## src/rtl/cpu_ctrl_fsm.sv

```systemverilog
// cpu_ctrl_fsm: multi-cycle control sequencer for a small accumulator CPU.
// It walks FETCH/DECODE/OPFETCH/EXEC/MEM and decodes the datapath strobes
// combinationally from the current state and the live datapath inputs.
// A wait counter turns a stalled memory access into a FAULT.
//
// Ports:
//   clk        in   sole clock, rising edge
//   reset      in   asynchronous active-low reset (forces IDLE)
//   instr      in   [7:0] instruction register, opcode = instr[7:4]
//   zero_flag  in   accumulator-zero flag
//   mem_ready  in   memory completes the current access this cycle
//   run        in   resume request while halted
//   mem_req    out  memory access request
//   mem_we     out  memory write enable (STA in MEM)
//   mem_sel_pc out  address source: 1 = PC, 0 = operand register
//   ir_load    out  load instruction register
//   opr_load   out  load operand register
//   pc_inc     out  increment PC
//   pc_load    out  load PC from operand register
//   acc_load   out  load accumulator from ALU result
//   alu_op     out  [2:0] 000 PASS, 001 ADD, 010 SUB
//   halted     out  high in HALT
//   fault      out  high in FAULT
//   state      out  [2:0] current state encoding
module cpu_ctrl_fsm #(
  parameter int unsigned MEM_TIMEOUT = 15
) (
  input  logic       clk,
  input  logic       reset,
  input  logic [7:0] instr,
  input  logic       zero_flag,
  input  logic       mem_ready,
  input  logic       run,
  output logic       mem_req,
  output logic       mem_we,
  output logic       mem_sel_pc,
  output logic       ir_load,
  output logic       opr_load,
  output logic       pc_inc,
  output logic       pc_load,
  output logic       acc_load,
  output logic [2:0] alu_op,
  output logic       halted,
  output logic       fault,
  output logic [2:0] state
);

  localparam int unsigned CNT_W = 8;

  typedef enum logic [2:0] {
    S_FETCH   = 3'd0,
    S_DECODE  = 3'd1,
    S_OPFETCH = 3'd2,
    S_EXEC    = 3'd3,
    S_MEM     = 3'd4,
    S_HALT    = 3'd5,
    S_FAULT   = 3'd6,
    S_IDLE    = 3'd7
  } state_t;

  localparam logic [3:0] OP_NOP = 4'h0;
  localparam logic [3:0] OP_LDA = 4'h1;
  localparam logic [3:0] OP_STA = 4'h2;
  localparam logic [3:0] OP_ADD = 4'h3;
  localparam logic [3:0] OP_SUB = 4'h4;
  localparam logic [3:0] OP_JMP = 4'h5;
  localparam logic [3:0] OP_JZ  = 4'h6;
  localparam logic [3:0] OP_HLT = 4'hF;

  state_t           r_state;
  state_t           w_next;
  logic [CNT_W-1:0] r_wait_cnt;
  logic [CNT_W-1:0] w_wait_next;
  logic [3:0]       w_opcode;
  logic             w_timeout;

  assign w_opcode  = instr[7:4];
  assign w_timeout = (r_wait_cnt == CNT_W'(MEM_TIMEOUT - 1));
  assign state     = r_state;

  // State and wait-counter registers.
  always_ff @(posedge clk or negedge reset) begin
    if (!reset) begin
      r_state    <= S_IDLE;
      r_wait_cnt <= '0;
    end else begin
      r_state    <= w_next;
      r_wait_cnt <= w_wait_next;
    end
  end

  // Next-state and strobe decode. The counter only keeps counting while a
  // memory state is stalled in place, so every entry into one starts at 0.
  always_comb begin
    w_next      = r_state;
    w_wait_next = '0;
    mem_req     = 1'b0;
    mem_we      = 1'b0;
    mem_sel_pc  = 1'b0;
    ir_load     = 1'b0;
    opr_load    = 1'b0;
    pc_inc      = 1'b0;
    pc_load     = 1'b0;
    acc_load    = 1'b0;
    alu_op      = 3'b000;
    halted      = 1'b0;
    fault       = 1'b0;

    case (r_state)
      S_IDLE: w_next = S_FETCH;

      S_FETCH: begin
        mem_req    = 1'b1;
        mem_sel_pc = 1'b1;
        if (mem_ready) begin
          ir_load = 1'b1;
          pc_inc  = 1'b1;
          w_next  = S_DECODE;
        end else if (w_timeout) begin
          w_next = S_FAULT;
        end else begin
          w_wait_next = r_wait_cnt + CNT_W'(1);
        end
      end

      S_DECODE: begin
        case (w_opcode)
          OP_NOP:                                       w_next = S_FETCH;
          OP_HLT:                                       w_next = S_HALT;
          OP_LDA, OP_STA, OP_ADD, OP_SUB, OP_JMP, OP_JZ: w_next = S_OPFETCH;
          default:                                      w_next = S_FAULT;
        endcase
      end

      S_OPFETCH: begin
        mem_req    = 1'b1;
        mem_sel_pc = 1'b1;
        if (mem_ready) begin
          opr_load = 1'b1;
          pc_inc   = 1'b1;
          w_next   = S_EXEC;
        end else if (w_timeout) begin
          w_next = S_FAULT;
        end else begin
          w_wait_next = r_wait_cnt + CNT_W'(1);
        end
      end

      S_EXEC: begin
        case (w_opcode)
          OP_JMP: begin
            pc_load = 1'b1;
            w_next  = S_FETCH;
          end
          OP_JZ: begin
            pc_load = zero_flag;
            w_next  = S_FETCH;
          end
          OP_LDA, OP_STA, OP_ADD, OP_SUB: w_next = S_MEM;
          // instr changed under us after DECODE: treat as illegal
          default: w_next = S_FAULT;
        endcase
      end

      S_MEM: begin
        mem_req = 1'b1;
        mem_we  = (w_opcode == OP_STA);
        if (mem_ready) begin
          case (w_opcode)
            OP_LDA: begin
              acc_load = 1'b1;
              alu_op   = 3'b000;
            end
            OP_ADD: begin
              acc_load = 1'b1;
              alu_op   = 3'b001;
            end
            OP_SUB: begin
              acc_load = 1'b1;
              alu_op   = 3'b010;
            end
            default: acc_load = 1'b0;
          endcase
          w_next = S_FETCH;
        end else if (w_timeout) begin
          w_next = S_FAULT;
        end else begin
          w_wait_next = r_wait_cnt + CNT_W'(1);
        end
      end

      S_HALT: begin
        halted = 1'b1;
        if (run) w_next = S_FETCH;
      end

      S_FAULT: fault = 1'b1;

      default: w_next = S_IDLE;
    endcase
  end

endmodule

```

## config.mk

```make
export PLATFORM = sky130hd
export DESIGN_NAME = cpu_ctrl_fsm
export DESIGN_NICKNAME = d
export VERILOG_FILES = /design/src/rtl/cpu_ctrl_fsm.sv
export SDC_FILE = /design/constraint.sdc
export NUM_CORES = 1
export LEC_CHECK = 0
export CORE_MARGIN = 1
export CORE_UTILIZATION = 23
export DETAILED_ROUTE_END_ITERATION = 10
export PLACE_DENSITY_LB_ADDON = 0.2
export SETUP_SLACK_MARGIN = 0.5
export SLEW_MARGIN = 25
export SYNTH_ARGS = -nofsm -noshare
export SYNTH_HDL_FRONTEND = slang
export SYNTH_SLANG_ARGS = --single-unit
```

## constraint.sdc

```tcl
create_clock -name clk -period 2.66 [get_ports clk]
set_input_delay 0.399 -clock clk [delete_from_list [all_inputs] [get_ports clk]]
set_output_delay 0.399 -clock clk [all_outputs]
set_load 0.02 [all_outputs]
```

**After elaboration in Yosys (flattened, before gate mapping)**

Memories as Yosys holds them, arrays and structs flattened.
Cells that the tools add are included.

- Output and inout port bits: 16
- Memories kept: 1
- ROM bits: 48
- Flip-flop bits (word level): 11

Memory list:

| memory | depth | bits a word | rd ports | clocked after memory_dff | write ports | RTL line | source |
|---|---|---|---|---|---|---|---|
| (name not given) | 16 | 3 | 1 | 0 | 0 | 127 | `case (w_opcode)` |

- Add/subtract/negate cells: 1
- Multiplexer cells: 27
- Eq/ne operators: 15
- Reductions and logical operators: 8

Operator list:

| cell | count |
|---|---|
| $mux 8 | 3 |
| $pmux 3 s7 | 1 |
| $mux 3 | 5 |
| $mux 1 | 13 |
| $eq 3x3->1 const B | 4 |
| $eq 4x3->1 const B | 3 |
| $add 8x1->8 const B | 1 |
| $eq 4x2->1 const B | 2 |
| $eq 8x4->1 const B | 1 |
| $reduce_bool 7->1 | 1 |
| $eq 3x2->1 const B | 2 |
| $pmux 3 s2 | 1 |
| $reduce_or 3->1 | 2 |
| $eq 4x1->1 const B | 1 |
| $mux 2 | 2 |
| $pmux 2 s2 | 1 |
| $reduce_or 2->1 | 2 |
| $reduce_or 4->1 | 1 |
| $eq 3x1->1 const B | 1 |
| $logic_not 3->1 | 1 |
| $ne 2x2->1 const B | 1 |
| $pmux 1 s2 | 1 |
| $reduce_and 2->1 | 1 |

**Depth between registers and ports, before layout**

- Depth in word-level cells: 5
- Gate-level depth with buffers: 5
- Depth with buffers taken out: 5

**Least setup slack after synthesis**

OpenSTA, ideal clock, no wires.

- Kind: reg-to-output
- Start: reg r_state[0], in the netlist state[0]
- End: out pc_load
- Buffers on the path: 1
- Cell stages (with the launch flop): 4
- Required time: 2,261 ps
- Slack: 222 ps
- Arrival time: 2,039 ps
- Path through: dfstp_2 -> clkbuf_1 -> nand2b_1 -> a2111oi_0

- Cells in the longest elaborated chain, start to end: 2

RTL lines:

| item | RTL line | source |
|---|---|---|
| start, declared | 70 | `state_t r_state;` |
| start signal, assigned | 87 | `r_state <= w_next;` |
| $eq 3x2->1 | 109 | `case (r_state)` |
| $mux 1 | 109 |  |
| end, declared | 40 | `output logic pc_load,` |

Every way passes these cells.

**Worst setup path in the final report**

- Start: in instr[4]
- End: out mem_we

- Cells in the longest elaborated chain, start to end: 2

RTL lines:

| item | RTL line | source |
|---|---|---|
| start, declared | 30 | `input logic [7:0] instr,` |
| $eq 4x2->1 | 167 | `mem_we = (w_opcode == OP_STA);` |
| $mux 1 | 109 |  |
| end, declared | 35 | `output logic mem_we,` |

Every way passes these cells.

==> results_dict.tcl <==
set metrics [dict create \
    cts_tree "built" \
    fp.coreArea_um2 3130 \
    grt_max_degree 12 \
    cts_max_level 1 \
    drv_cap 0 \
    die_h_um 60.0 \
    drive_gt1_frac 0.215 \
    multi_input_area_um2 444 \
    critPathArrivalTime_ns 1.74 \
    postLayoutCellArea_um2 1100 \
    place_congestion 0.742 \
    final_common_cell "nor2_1" \
    grt_pass1_vias 695 \
    die_w_um 60.0 \
    clk_pin_slew_worst_paths_ns 0.06 \
    track_usage 0.112 \
    slowest_delay_ns 0.53 \
    post-route-min-period_ns 2.14 \
    grt_pass1_wl_um 3050 \
    yosysWarnings 0 \
    vias_per_cell 4.32 \
    crit_chain "clkdlybuf4s50_1, or4b_1, nor4_1, buf_2" \
    rsz0062_at_grt "yes" \
    layout_common_cells "nor2_1, clkdlybuf4s50_1, buf_4, nand2_1, dfrtp_1" \
    r2r_end "r_wait_cnt[2]" \
    fin_tns_setup_ns 0 \
    finalPower_w 0.000780 \
    syn_area_um2 774 \
    synth_edf_count 0 \
    leakagePower_nw 0.497 \
    grt.busiest_layer "met2" \
    drt_iter0_drc 9 \
    path_buf_inv 2 \
    vias 712 \
    grt_util_met1 0.157 \
    layout_setup_ws_ns 0.518 \
    r2r_setup_slack_ns 1.24 \
    cpLargestDelayFamily "simple AND/OR/NAND/NOR gates" \
    start_util 0.248 \
    syn_nets 107 \
    cts_root_buf "clkbuf_4" \
    antenna_found_initial 0 \
    finClkSkew_ns 0.00203 \
    ys_seq_area_frac 0.360 \
    grt_overflow 0 \
    port_buffers 23 \
    syn_area_per_cell_um2 8.42 \
    slew_viol_final 0 \
    critPathSlowestCell "or4b_1" \
    r2r_cells 4 \
    nets 137 \
    post-dp-hpwl_um 1380 \
    pre_cts_ws_ns 0.0531 \
    crit_fanout 3 \
    required_ns 2.26 \
    worstSetupStartpointType "input pin" \
    ys_async_sr_fraction 1.00 \
    fin_crit_sh 0.805 \
    placed_area_um2 1080 \
    ant_nets 0 \
    synth_cells 92 \
    wirelength_um 1840 \
    routedWlPerCell_um 11.1 \
    hold_violations 0 \
    yosys_most_used_dff "dfrtp_1" \
    grt_util_met2 0.171 \
    clock_latency_ns 0.26 \
    max_freq_mhz 467 \
    status "complete, no violations" \
    setup_viol 0 \
    ir_drop_uv 433 \
    path_class "in -> out" \
    fillers 335 \
    n_antenna_cell 0 \
    register_area_um2 279 \
    r2r_start "r_wait_cnt[5]" \
    pwr_density_cell_nw_per_um2 711 \
    first_pass_iters 4 \
    area_growth_pct 41.5 \
    synth.distinct_cells 34 \
    endpoint_kind "output pin" \
    hold_path_class "in -> async" \
    cts.sink_count 11 \
    max-clock-path-buffers 2 \
    num_io_pins 29 \
    rows 20 \
    met3_usage 0.0152 \
    drc 0 \
    ctsHoldBuffers 0 \
    ys_ff_latch 11 \
    die_area_um2 3600 \
    cts_made_buffers 3 \
]
==> where the power goes <==
part | total, W | switching (W) | internal, W
registers | 0.000260 | 0.0000470 | 0.000213
logic | 0.000411 | 0.000226 | 0.000184
clock network | 0.000109 | 0.0000510 | 0.0000580
==> cells in the mapped netlist (2+ instances only) <==
| library cell | count | area share |
|---|---|---|
| ha_1 | 2 | 0.032 |
| nand4_1 | 3 | 0.024 |
| nand2b_1 | 6 | 0.048 |
| nor2_1 | 13 | 0.063 |
| nand3_1 | 5 | 0.032 |
| nand2_1 | 8 | 0.039 |
| clkbuf_1 | 2 | 0.0097 |
| buf_2 | 2 | 0.013 |
| nor4_1 | 2 | 0.016 |
| dfstp_2 | 3 | 0.10 |
| nor3_1 | 3 | 0.019 |
| and2_1 | 2 | 0.016 |
| buf_6 | 2 | 0.029 |
| and3_1 | 4 | 0.032 |
| nand3b_1 | 2 | 0.019 |
| xor2_1 | 6 | 0.068 |
| a21oi_1 | 2 | 0.013 |
| dfrtp_1 | 8 | 0.26 |
| inv_1 | 2 | 0.0097 |
==> layout make-up <==
class / instances / share of cell area
clock buffer: 4 / 0.0240
sequential: 11 / 0.255
tap: 44 / 0.0502
timing repair buffer: 32 / 0.253
inverter: 3 / 0.0126
multi-input combinational: 71 / 0.405
==> kinds of logic (layout without fill, tap and decap cells) <==
kind of cell	Yosys count	count (layout)	share of synthesized area
and+or+nand+nor	52	52	0.359
DFF	11	11	0.360
buffers and inverters	10	39	0.0792
AOI/OAI and AO/OA	8	8	0.0711
xor gates and xnor gates	7	7	0.0792
adders and majority gates	2	2	0.0323
other	1	1	0.00484
muxes	1	1	0.0145
==> timing repair <==
action                                  CTS  global route
resized for setup                        24             8
endpoints found under the setup margin    9             6
pin swaps                                 0             2
buffers inserted                          0             1
==> state kept, by name, summed over array words and instances (netlist names) <==
name,count
r_wait_cnt,8
state,3
==> through the flow <==
stage | std cells | hold slack [ns] | util
floorplan | 92 | 0.103 | -
global placement | 160 | 0.498 | 0.345
detailed placement | 160 | 0.498 | 0.345
CTS | 164 | 0.464 | 0.348
global route | 165 | 0.499 | 0.350
finish | 165 | 0.456 | 0.350
==> worst max-delay path by stage <==
stage                     endpoint  cells past startpoint  slack (ns)     start
after floorplan             mem_we                      3        0.59  instr[4]
after CTS                   mem_we                      4        0.39  instr[4]
after detailed placement    mem_we                      4        0.05  instr[4]
final                       mem_we                      4        0.52  instr[4]
after global placement      mem_we                      4        0.06  instr[4]
after global routing        mem_we                      4        0.44  instr[4]
==> worst reg2reg max path: cells and delay by family, from the launching register on <==
kind	cells	cell delay (ns)
flip-flops	1	0.42
AND/OR/NAND/NOR	4	0.88
==> metal layers <==
metal  vias up  share of wire
met1       331           0.50
met5         -              0
met4         0              0
met2        13           0.48
li1        368              -
met3         0          0.023
Power figures use the tool's default switching activity.
